<file path="src/rtl/slack_dual_update.sv">
// slack_dual_update: box-projects primal+dual into new slack and updates the dual, input bank then state bank.
// Optional macro SLACK_RESIDUAL_EN adds the infinity-norm primal residual on prim_res.
module slack_dual_update #(
    parameter int NX = 12,
    parameter int NU = 4,
    parameter int HORIZON = 30,
    parameter int DATA_WIDTH = 16,
    parameter int ADDR_WIDTH = 9,
    parameter int RD_LATENCY = 2
) (
    input  logic                       clk,
    input  logic                       rst,
    input  logic                       start,
    input  logic [31:0]                active_horizon,
    input  logic [NU*DATA_WIDTH-1:0]   u_min,
    input  logic [NU*DATA_WIDTH-1:0]   u_max,
    input  logic [NX*DATA_WIDTH-1:0]   x_min,
    input  logic [NX*DATA_WIDTH-1:0]   x_max,
    output logic                       bank_sel,
    output logic [ADDR_WIDTH-1:0]      rd_address,
    input  logic [DATA_WIDTH-1:0]      p_data_out,
    input  logic [DATA_WIDTH-1:0]      d_data_out,
    input  logic [DATA_WIDTH-1:0]      s_data_out,
    output logic [ADDR_WIDTH-1:0]      wr_address,
    output logic                       s_wren,
    output logic                       d_wren,
    output logic                       sprev_wren,
    output logic [DATA_WIDTH-1:0]      s_data_in,
    output logic [DATA_WIDTH-1:0]      d_data_in,
    output logic [DATA_WIDTH-1:0]      sprev_data_in,
    output logic                       busy,
    output logic                       done,
    output logic [DATA_WIDTH-1:0]      prim_res
);
    localparam int DW = DATA_WIDTH;
    localparam int L = RD_LATENCY;
    localparam int JW = $clog2(NX > NU ? NX : NU);
    localparam logic [JW-1:0] JU = JW'(NU - 1);
    localparam logic [JW-1:0] JX = JW'(NX - 1);
    localparam logic signed [DW+1:0] DMAX = $signed({3'b000, {(DW-1){1'b1}}});
    localparam logic signed [DW+1:0] DMIN = $signed({3'b111, {(DW-1){1'b0}}});

    typedef enum logic [2:0] {IDLE, ISSUE_U, DRAIN_U, ISSUE_X, DRAIN_X, DONE_ST} state_t;
    state_t state, state_n;

    logic [ADDR_WIDTH-1:0] cnt, e_u, e_x;
    logic [JW-1:0] j;
    logic [2:0] drain;
    logic [31:0] nh;
    logic issue, last_issue, last_drain, wren;
    logic [L-1:0] vp;
    logic [ADDR_WIDTH-1:0] ap [L];
    logic [JW-1:0] jp [L];
    logic [JW-1:0] jq;
    logic [DW-1:0] lo_w, hi_w, s_new, d_new;
    logic signed [DW:0] pe, de, lo, hi, t, s_e;
    logic signed [DW+1:0] dn;

    always_comb begin
        nh = active_horizon < 32'd2 ? 32'd2 : active_horizon > 32'(HORIZON) ? 32'(HORIZON) : active_horizon;
        issue = state == ISSUE_U || state == ISSUE_X;
        last_issue = cnt == (state == ISSUE_X ? e_x : e_u) - ADDR_WIDTH'(1);
        last_drain = drain == 3'(L);
        state_n = state;
        case (state)
            IDLE:    state_n = start ? ISSUE_U : IDLE;
            ISSUE_U: state_n = last_issue ? DRAIN_U : ISSUE_U;
            DRAIN_U: state_n = last_drain ? ISSUE_X : DRAIN_U;
            ISSUE_X: state_n = last_issue ? DRAIN_X : ISSUE_X;
            DRAIN_X: state_n = last_drain ? DONE_ST : DRAIN_X;
            default: state_n = IDLE;
        endcase
    end

    assign busy = state != IDLE;
    assign done = state == DONE_ST;
    // Drain states keep their bank so in-flight elements finish against the same memories.
    assign bank_sel = state == ISSUE_X || state == DRAIN_X;
    assign rd_address = cnt;
    assign s_wren = wren;
    assign d_wren = wren;
    assign sprev_wren = wren;

    always_ff @(posedge clk) begin
        if (rst) begin
            state <= IDLE;
            cnt <= '0;
            j <= '0;
            drain <= '0;
            e_u <= '0;
            e_x <= '0;
            vp <= '0;
        end else begin
            state <= state_n;
            cnt <= issue && !last_issue ? cnt + ADDR_WIDTH'(1) : '0;
            j <= issue && !last_issue && j != (state == ISSUE_X ? JX : JU) ? j + JW'(1) : '0;
            drain <= (state == DRAIN_U || state == DRAIN_X) && !last_drain ? drain + 3'd1 : '0;
            if (state == IDLE && start) begin
                e_u <= ADDR_WIDTH'(32'(NU) * (nh - 32'd1));
                e_x <= ADDR_WIDTH'(32'(NX) * nh);
            end
            vp[0] <= issue;
            for (int i = 1; i < L; i++) vp[i] <= vp[i-1];
        end
    end

    always_ff @(posedge clk) begin
        ap[0] <= cnt;
        jp[0] <= j;
        for (int i = 1; i < L; i++) begin
            ap[i] <= ap[i-1];
            jp[i] <= jp[i-1];
        end
    end

    always_comb begin
        jq = jp[L-1];
        lo_w = bank_sel ? x_min[DW*int'(jq) +: DW] : u_min[DW*int'(jq) +: DW];
        hi_w = bank_sel ? x_max[DW*int'(jq) +: DW] : u_max[DW*int'(jq) +: DW];
        pe = $signed({p_data_out[DW-1], p_data_out});
        de = $signed({d_data_out[DW-1], d_data_out});
        lo = $signed({lo_w[DW-1], lo_w});
        hi = $signed({hi_w[DW-1], hi_w});
        t = pe + de;
        // Lower bound is tested first so an inverted box projects to lo.
        s_e = t < lo ? lo : (t > hi ? hi : t);
        s_new = s_e[DW-1:0];
        dn = $signed({de[DW], de}) + $signed({pe[DW], pe}) - $signed({s_e[DW], s_e});
        d_new = dn > DMAX ? DMAX[DW-1:0] : (dn < DMIN ? DMIN[DW-1:0] : dn[DW-1:0]);
    end

    always_ff @(posedge clk) begin
        if (rst) begin
            wren <= 1'b0;
            wr_address <= '0;
            s_data_in <= '0;
            d_data_in <= '0;
            sprev_data_in <= '0;
        end else begin
            wren <= vp[L-1];
            if (vp[L-1]) begin
                wr_address <= ap[L-1];
                s_data_in <= s_new;
                d_data_in <= d_new;
                sprev_data_in <= s_data_out;
            end
        end
    end

`ifdef SLACK_RESIDUAL_EN
    logic signed [DW:0] r;
    logic [DW:0] ra;
    logic [DW-1:0] res;

    always_comb begin
        r = pe - s_e;
        ra = r[DW] ? $unsigned(-r) : $unsigned(r);
        res = ra[DW] ? '1 : ra[DW-1:0];
    end

    always_ff @(posedge clk) begin
        if (rst || (state == IDLE && start)) prim_res <= '0;
        else if (vp[L-1] && res > prim_res) prim_res <= res;
    end
`else
    assign prim_res = '0;
`endif
endmodule

</file>
<file path="config.mk">
export PLATFORM = sky130hd
export DESIGN_NAME = slack_dual_update
export DESIGN_NICKNAME = d
export VERILOG_FILES = /design/src/rtl/slack_dual_update.sv
export SDC_FILE = /design/constraint.sdc
export NUM_CORES = 1
export LEC_CHECK = 0
export CAP_MARGIN = 10
export CORE_AREA = 2 2 266 268
export DETAILED_ROUTE_END_ITERATION = 8
export DIE_AREA = 0 0 268 270
export HOLD_SLACK_MARGIN = 0.02
export PLACE_DENSITY = 0.48
export SLEW_MARGIN = 20
export SYNTH_ARGS = -nofsm -noshare
export SYNTH_HDL_FRONTEND = slang
export SYNTH_SLANG_ARGS = --single-unit
</file>
<file path="constraint.sdc">
create_clock -name clk -period 20.9 [get_ports clk]
set_clock_uncertainty 0.2 [all_clocks]
set_input_delay 2.09 -clock clk [delete_from_list [all_inputs] [get_ports clk]]
set_output_delay 2.09 -clock clk [all_outputs]
set_load 0.005 [all_outputs]
</file>
Yosys cells after proc, flatten, opt, wreduce, memory -nomap -nowiden
Memory sizes are Yosys's and may differ from the RTL's. A register that Yosys moved wholly into a read port is not among the register bits.
Index checks and enable logic that the tools add are counted.
{"block": "classes", "n_addsub": 8, "multipliers": 1, "div_mod_pow": 0, "magnitude_cmp": 6, "eq_ne": 8, "shift": 4, "mux": 16, "bitwise_logic": 3, "reduce_logical": 14}
{"op": "indexed part select 192 x 9 -> 16 bit", "n": 2}
{"op": "indexed part select 64 x 9 -> 16 bit", "n": 2}
{"op": "two-way mux 16 bit", "n": 4}
{"op": "two-way mux 32 bit", "n": 2}
{"op": "adder 16 x 16 -> 17 bit", "n": 2}
{"op": "two-way mux 17 bit", "n": 2}
{"op": "greater-than comparator 32 x 5 -> 1 bit, second input constant", "n": 1}
{"op": "< comparator 32 x 2 -> 1 bit, second input constant", "n": 1}
{"op": "multiplier 2 x 32 -> 7 bit, first input constant", "n": 1}
{"op": "greater-than comparator 18 x 16 -> 1 bit, second input constant", "n": 1}
{"op": "< comparator 18 x 16 -> 1 bit, second input constant", "n": 1}
{"op": "subtractor 17 x 17 -> 18 bit", "n": 1}
{"op": "greater-than comparator 17 x 16 -> 1 bit", "n": 1}
{"op": "< comparator 17 x 16 -> 1 bit", "n": 1}
{"op": "case mux 3 bit (5 select lines)", "n": 1}
{"op": "adder 9 x 1 -> 9 bit, second input constant", "n": 1}
{"op": "== test 3 x 2 -> 1 bit, second input constant", "n": 3}
{"op": "== test 9 bit", "n": 1}
{"op": "two-way mux 9 bit", "n": 1}
{"op": "subtractor 9 x 1 -> 9 bit, second input constant", "n": 1}
{"op": "subtractor 7 x 1 -> 7 bit, second input constant", "n": 1}
{"op": "== test 3 bit, second input constant", "n": 2}
{"op": "OR reduction 2 bit", "n": 3}
{"op": "adder 4 x 1 -> 4 bit, second input constant", "n": 1}
{"op": "13 further kinds", "n": 23}
{"block": "totals", "register_bits": 84, "latchBits": 0, "mem_bits_rw": 26, "mem_bits_ro": 0, "out_inout_bits": 88, "elab_cells": 73, "mem_count": 2}
{"name": "ap", "depth": 2, "word_bits": 9, "rd": 2, "rd_clocked_by_memory_dff": 1, "write_ports": 2, "line_no": "52", "text": "logic [ADDR_WIDTH-1:0] ap [L];"}
{"name": "jp", "depth": 2, "word_bits": 4, "rd": 2, "rd_clocked_by_memory_dff": 0, "write_ports": 2, "line_no": "53", "text": "logic [JW-1:0] jp [L];"}

Longest topological paths before layout
{"block": "logic_depth", "word_depth": 10, "ltp_mapped": 33}

Least setup slack after synthesis
OpenSTA, ideal clock, no wires.
{"block": "synth_path", "kind": "in2reg", "from": "in p_data_out[1]", "to": "reg d_data_in[12]", "arrival_ns": 8.341, "t_required_ns": 20.564, "path_slack_ns": 12.223, "cell_stages": 31, "n_path_buf": 2, "cell_sequence": "ha_1 > a211oi_1 > o211ai_1 > a31oi_1 > o21ai_0 > a31oi_1 > xor2_1 > inv_1 > ha_1 > a21o_1 > a211oi_1 > o2111ai_1 > o31ai_1 > a41o_1 > buf_2 > mux2i_1 > nand2_1 > o21ai_1 > fa_1 > inv_1 > fa_1 > a211oi_1 > o21ai_0 > a221oi_1 > o21bai_1 > nor3_1 > a21oi_1 > and3_1 > o21ai_1 > buf_2 > a211oi_1"}
{"block": "synth_between", "elab_chain_cells": 8}
{"element": "start: declaration", "line_no": "21", "text": "input logic [DATA_WIDTH-1:0] p_data_out,"}
{"element": "adder 16 x 16 -> 17 bit *", "line_no": "124", "text": "t = pe + de;"}
{"element": "greater-than comparator 17 x 16 -> 1 bit", "line_no": "126", "text": "s_e = t < lo ? lo : (t > hi ? hi : t);"}
{"element": "two-way mux 17 bit", "line_no": "126"}
{"element": "two-way mux 17 bit *", "line_no": "126"}
{"element": "named net s_e[1]", "line_no": "56", "text": "logic signed [DW:0] pe, de, lo, hi, t, s_e;"}
{"element": "subtractor 17 x 17 -> 18 bit *", "line_no": "128", "text": "dn = $signed({de[DW], de}) + $signed({pe[DW], pe}) - $signed({s_e[DW], s_e});"}
{"element": "< comparator 18 x 16 -> 1 bit", "line_no": "129", "text": "d_new = dn > DMAX ? DMAX[DW-1:0] : (dn < DMIN ? DMIN[DW-1:0] : dn[DW-1:0]);"}
{"element": "two-way mux 16 bit", "line_no": "129"}
{"element": "two-way mux 16 bit *", "line_no": "129"}
{"element": "end signal: assignment", "line_no": "144", "text": "d_data_in <= d_new;"}
{"element": "end: declaration", "line_no": "29", "text": "output logic [DATA_WIDTH-1:0] d_data_in,"}
Mark *: on every way through the listed nets, which the timed path passes. The rest lies on a longest branch.
A chain may end at the register's enable or synchronous reset.

Final worst setup path
{"block": "layout_path", "from": "in p_data_out[1]", "to": "reg d_data_in[0]"}
Same word-level chain as after synthesis.

==> impl_metrics.json <==
{
  "syn_area_per_cell_um2": 9.45,
  "syn2layout_area_growth_pct": 64.9,
  "r2r_slack_ns": 10.51,
  "yosysUniqueCellTypes": 79,
  "postCtsHoldBufs": 0,
  "drive_above_1_share": 0.107,
  "clock.fmax_ghz": 0.0931,
  "ys_seq_elements": 119,
  "ctsRootBufferMaster": "clkbuf_16",
  "cts_tree": "done",
  "grt_max_degree": 57,
  "crit_path_start_kind": "input pin",
  "cp-end-kind": "register",
  "crit_end": "d_data_in[0]",
  "setup_violations": 0,
  "layout_common_cells": "clkdlybuf4s50_1 (665), nor2_1 (118), dfxtp_1 (115), mux4_2 (111), ha_1 (83)",
  "cts_repair_resize_count": 0,
  "ys.flop_type": "dfxtp_1",
  "globalRouteTotalUtil": 0.192,
  "async_flop_share": 0,
  "wirelength_mm": 72.0,
  "period_share": 0.514,
  "drc": 0,
  "synthAdderAreaFrac": 0.114,
  "num_vias": 13251,
  "cts.clk_slew.worst_paths_ns": 0.07,
  "synth-edff-count": 0,
  "tns_ns": 0,
  "io_buffers": 666,
  "cellPowerDensity_mw_per_mm2": 60.8,
  "tightest_slew_ns": 1.08,
  "clk_latency_ns": 0.44,
  "status": "finished, final reports clean",
  "floorplan.die_area_mm2": 0.0724,
  "yosys.area_share.simple": 0.122,
  "cellLeakagePower_nw": 7.56,
  "first_global_vias": 13787,
  "final_nets": 2633,
  "synth_mux_area_frac": 0.287,
  "slew_violations": 0,
  "rsz0062_at_grt": "no",
  "r2r-start": "jp[0][4]",
  "gr-total-overflow": 0,
  "crit_slowest_cell": "o21ai_1",
  "cp-startpoint": "p_data_out[1]",
  "coreArea_mm2": 0.0695,
  "cts_sinks": 119,
  "relSlewSlack": 0.274,
  "synth_compound_area_frac": 0.182,
  "grt_pass1_wl_mm": 99.2,
  "cts_made_buffers": 17,
  "required_ns": 20.94,
  "worstPathArrival_ns": 10.79,
  "ios": 683,
  "gp_congestion": 0.889,
  "place_inst": 2857,
  "crit_fanout": 23,
  "synthXorXnorAreaFrac": 0.0365,
  "mostFrequentLayoutCell": "clkdlybuf4s50_1",
  "dp_hpwl_mm": 61.6,
  "antenna_found_initial": 29,
  "die_h_um": 270,
  "drt_pass1_iterations": 5,
  "max_cap_viol_count": 0,
  "reg2reg_depth": 26,
  "rows": 97,
  "hold_class": "reg2reg",
  "r2r-end": "d_data_in[0]",
  "synthCells": 1322,
  "critPathKind": "in2reg",
  "min_period_ns": 10.74,
  "syn_area_mm2": 0.0125,
  "synth_top_family_by_area": "multiplexers",
  "clockBufferDepth": 2,
  "crit_path_max_incr_delay_ns": 0.79,
  "ant_nets": 0,
  "die_w_um": 268,
  "hold_viol_final": 0,
  "vdd_drop_max_mv": 0.0591,
  "ys_seq_area_frac": 0.191,
  "wl_per_cell_um": 24.8,
  "vias_per_cell": 4.57,
  "ys_warn_count": 0,
  "cts_max_level": 4,
  "cts_setup_buffers": 0,
  "fin_cells": 2899,
  "start_util": 0.180,
  "drt_first_iter_violations": 744
}
==> critical path, delay by kind of cell <==
family	cells	cell delay [ns]
AOI/OAI and AO/OA	18	5.62
buffers and inverters	2	0.53
adders and majority gates	4	1.63
and+or+nand+nor	3	0.48
xor gates and xnor gates	1	0.29
muxes	1	0.17
==> report_power, final <==
group | internal (W) | switching, W | total (W)
Combinational | 0.000350 | 0.000364 | 0.000714
Sequential | 0.000236 | 0.00000971 | 0.000246
Clock | 0.000167 | 0.000125 | 0.000292
==> registers in the layout (all words and copies together), names as in the netlist <==
register	count
j	4
e_u	7
wr_address	9
d_wren	1
s_data_in	16
sprev_data_in	16
rd_address	9
ap	18
drain	3
jp	8
state	3
vp	2
d_data_in	16
e_x	7
==> worst min path at each step <==
stage	start	end	slack, ns	cells past startpoint
detailed placement	jp[0][0]	jp[0][4]	0.11	0
finish	ap[0][6]	ap[1][6]	0.12	0
global route	ap[0][6]	ap[1][6]	0.13	0
CTS	ap[0][6]	ap[1][6]	0.12	0
floorplan	ap[0][0]	ap[1][0]	0.11	0
global placement	jp[0][0]	jp[0][4]	0.11	0
==> cells in the mapped netlist (all sizes together) (5+ instances only) <==
cell type	number	share of area
a211o	5	0.0035
a211oi	24	0.014
a21o	22	0.013
a21oi	76	0.031
a221oi	5	0.0035
a22o	9	0.0063
a22oi	20	0.012
a31oi	12	0.0060
and2	6	0.0030
and3	15	0.0075
buf	71	0.035
clkbuf	33	0.0099
dfxtp	119	0.19
fa	19	0.030
ha	83	0.083
inv	77	0.023
mux2	22	0.020
mux2i	83	0.067
mux4	111	0.20
nand2	73	0.022
nand2b	16	0.0080
nand3	22	0.0088
nand3b	6	0.0046
nand4	15	0.0075
nor2	120	0.036
nor2b	14	0.0070
nor3	17	0.0072
nor4	8	0.0040
o211ai	8	0.0048
o21a	13	0.0078
o21ai	54	0.022
o21bai	5	0.0030
o221ai	19	0.014
o22ai	6	0.0030
o2bb2ai	10	0.0070
o31a	10	0.0070
xnor2	34	0.024
xor2	18	0.013
==> through the flow <==
stage | cell area [um^2] | worst slack (ns) | power, W | utilization | hold slack [ns]
6_report | 20600 | 10.16 | 0.00125 | 0.296 | 0.124
5_1_grt | 20600 | 9.49 | 0.00135 | 0.296 | 0.126
4_1_cts | 20600 | 10.21 | 0.00127 | 0.296 | 0.118
3_5_place_dp | 20000 | 9.82 | 0.000965 | 0.287 | 0.112
3_3_place_gp | 20000 | 10.10 | 0.000958 | 0.287 | 0.110
2_1_floorplan | 12600 | 12.22 | 0.000701 | - | 0.110
==> metal layers <==
layer	vias up	GRT usage	wire [um]
li1	6220	-	-
met1	6463	0.217	28200
met2	479	0.356	37400
met3	71	0.0473	4960
met4	18	0.0460	1370
met5	-	0	114
==> kinds of logic after synthesis <==
| logic type | Yosys count |
|---|---|
| fa+ha+maj | 102 |
| buf+inv | 181 |
| other cells | 2 |
| simple gates | 321 |
| mux | 216 |
| compound gates | 329 |
| xor+xnor | 52 |
| flops | 119 |
==> final cells by class <==
type / count / area [um^2]
clock buffers: 18 / 429
fillers: 7359 / 48900
diodes: 10 / 25.0
well taps: 940 / 1180
multi-input cells: 1038 / 9350
repair buffers: 683 / 6790
flip-flops and latches: 119 / 2390
inverters: 77 / 289
clock inverters: 14 / 143
No activity file was read; power rests on OpenSTA's default activity.
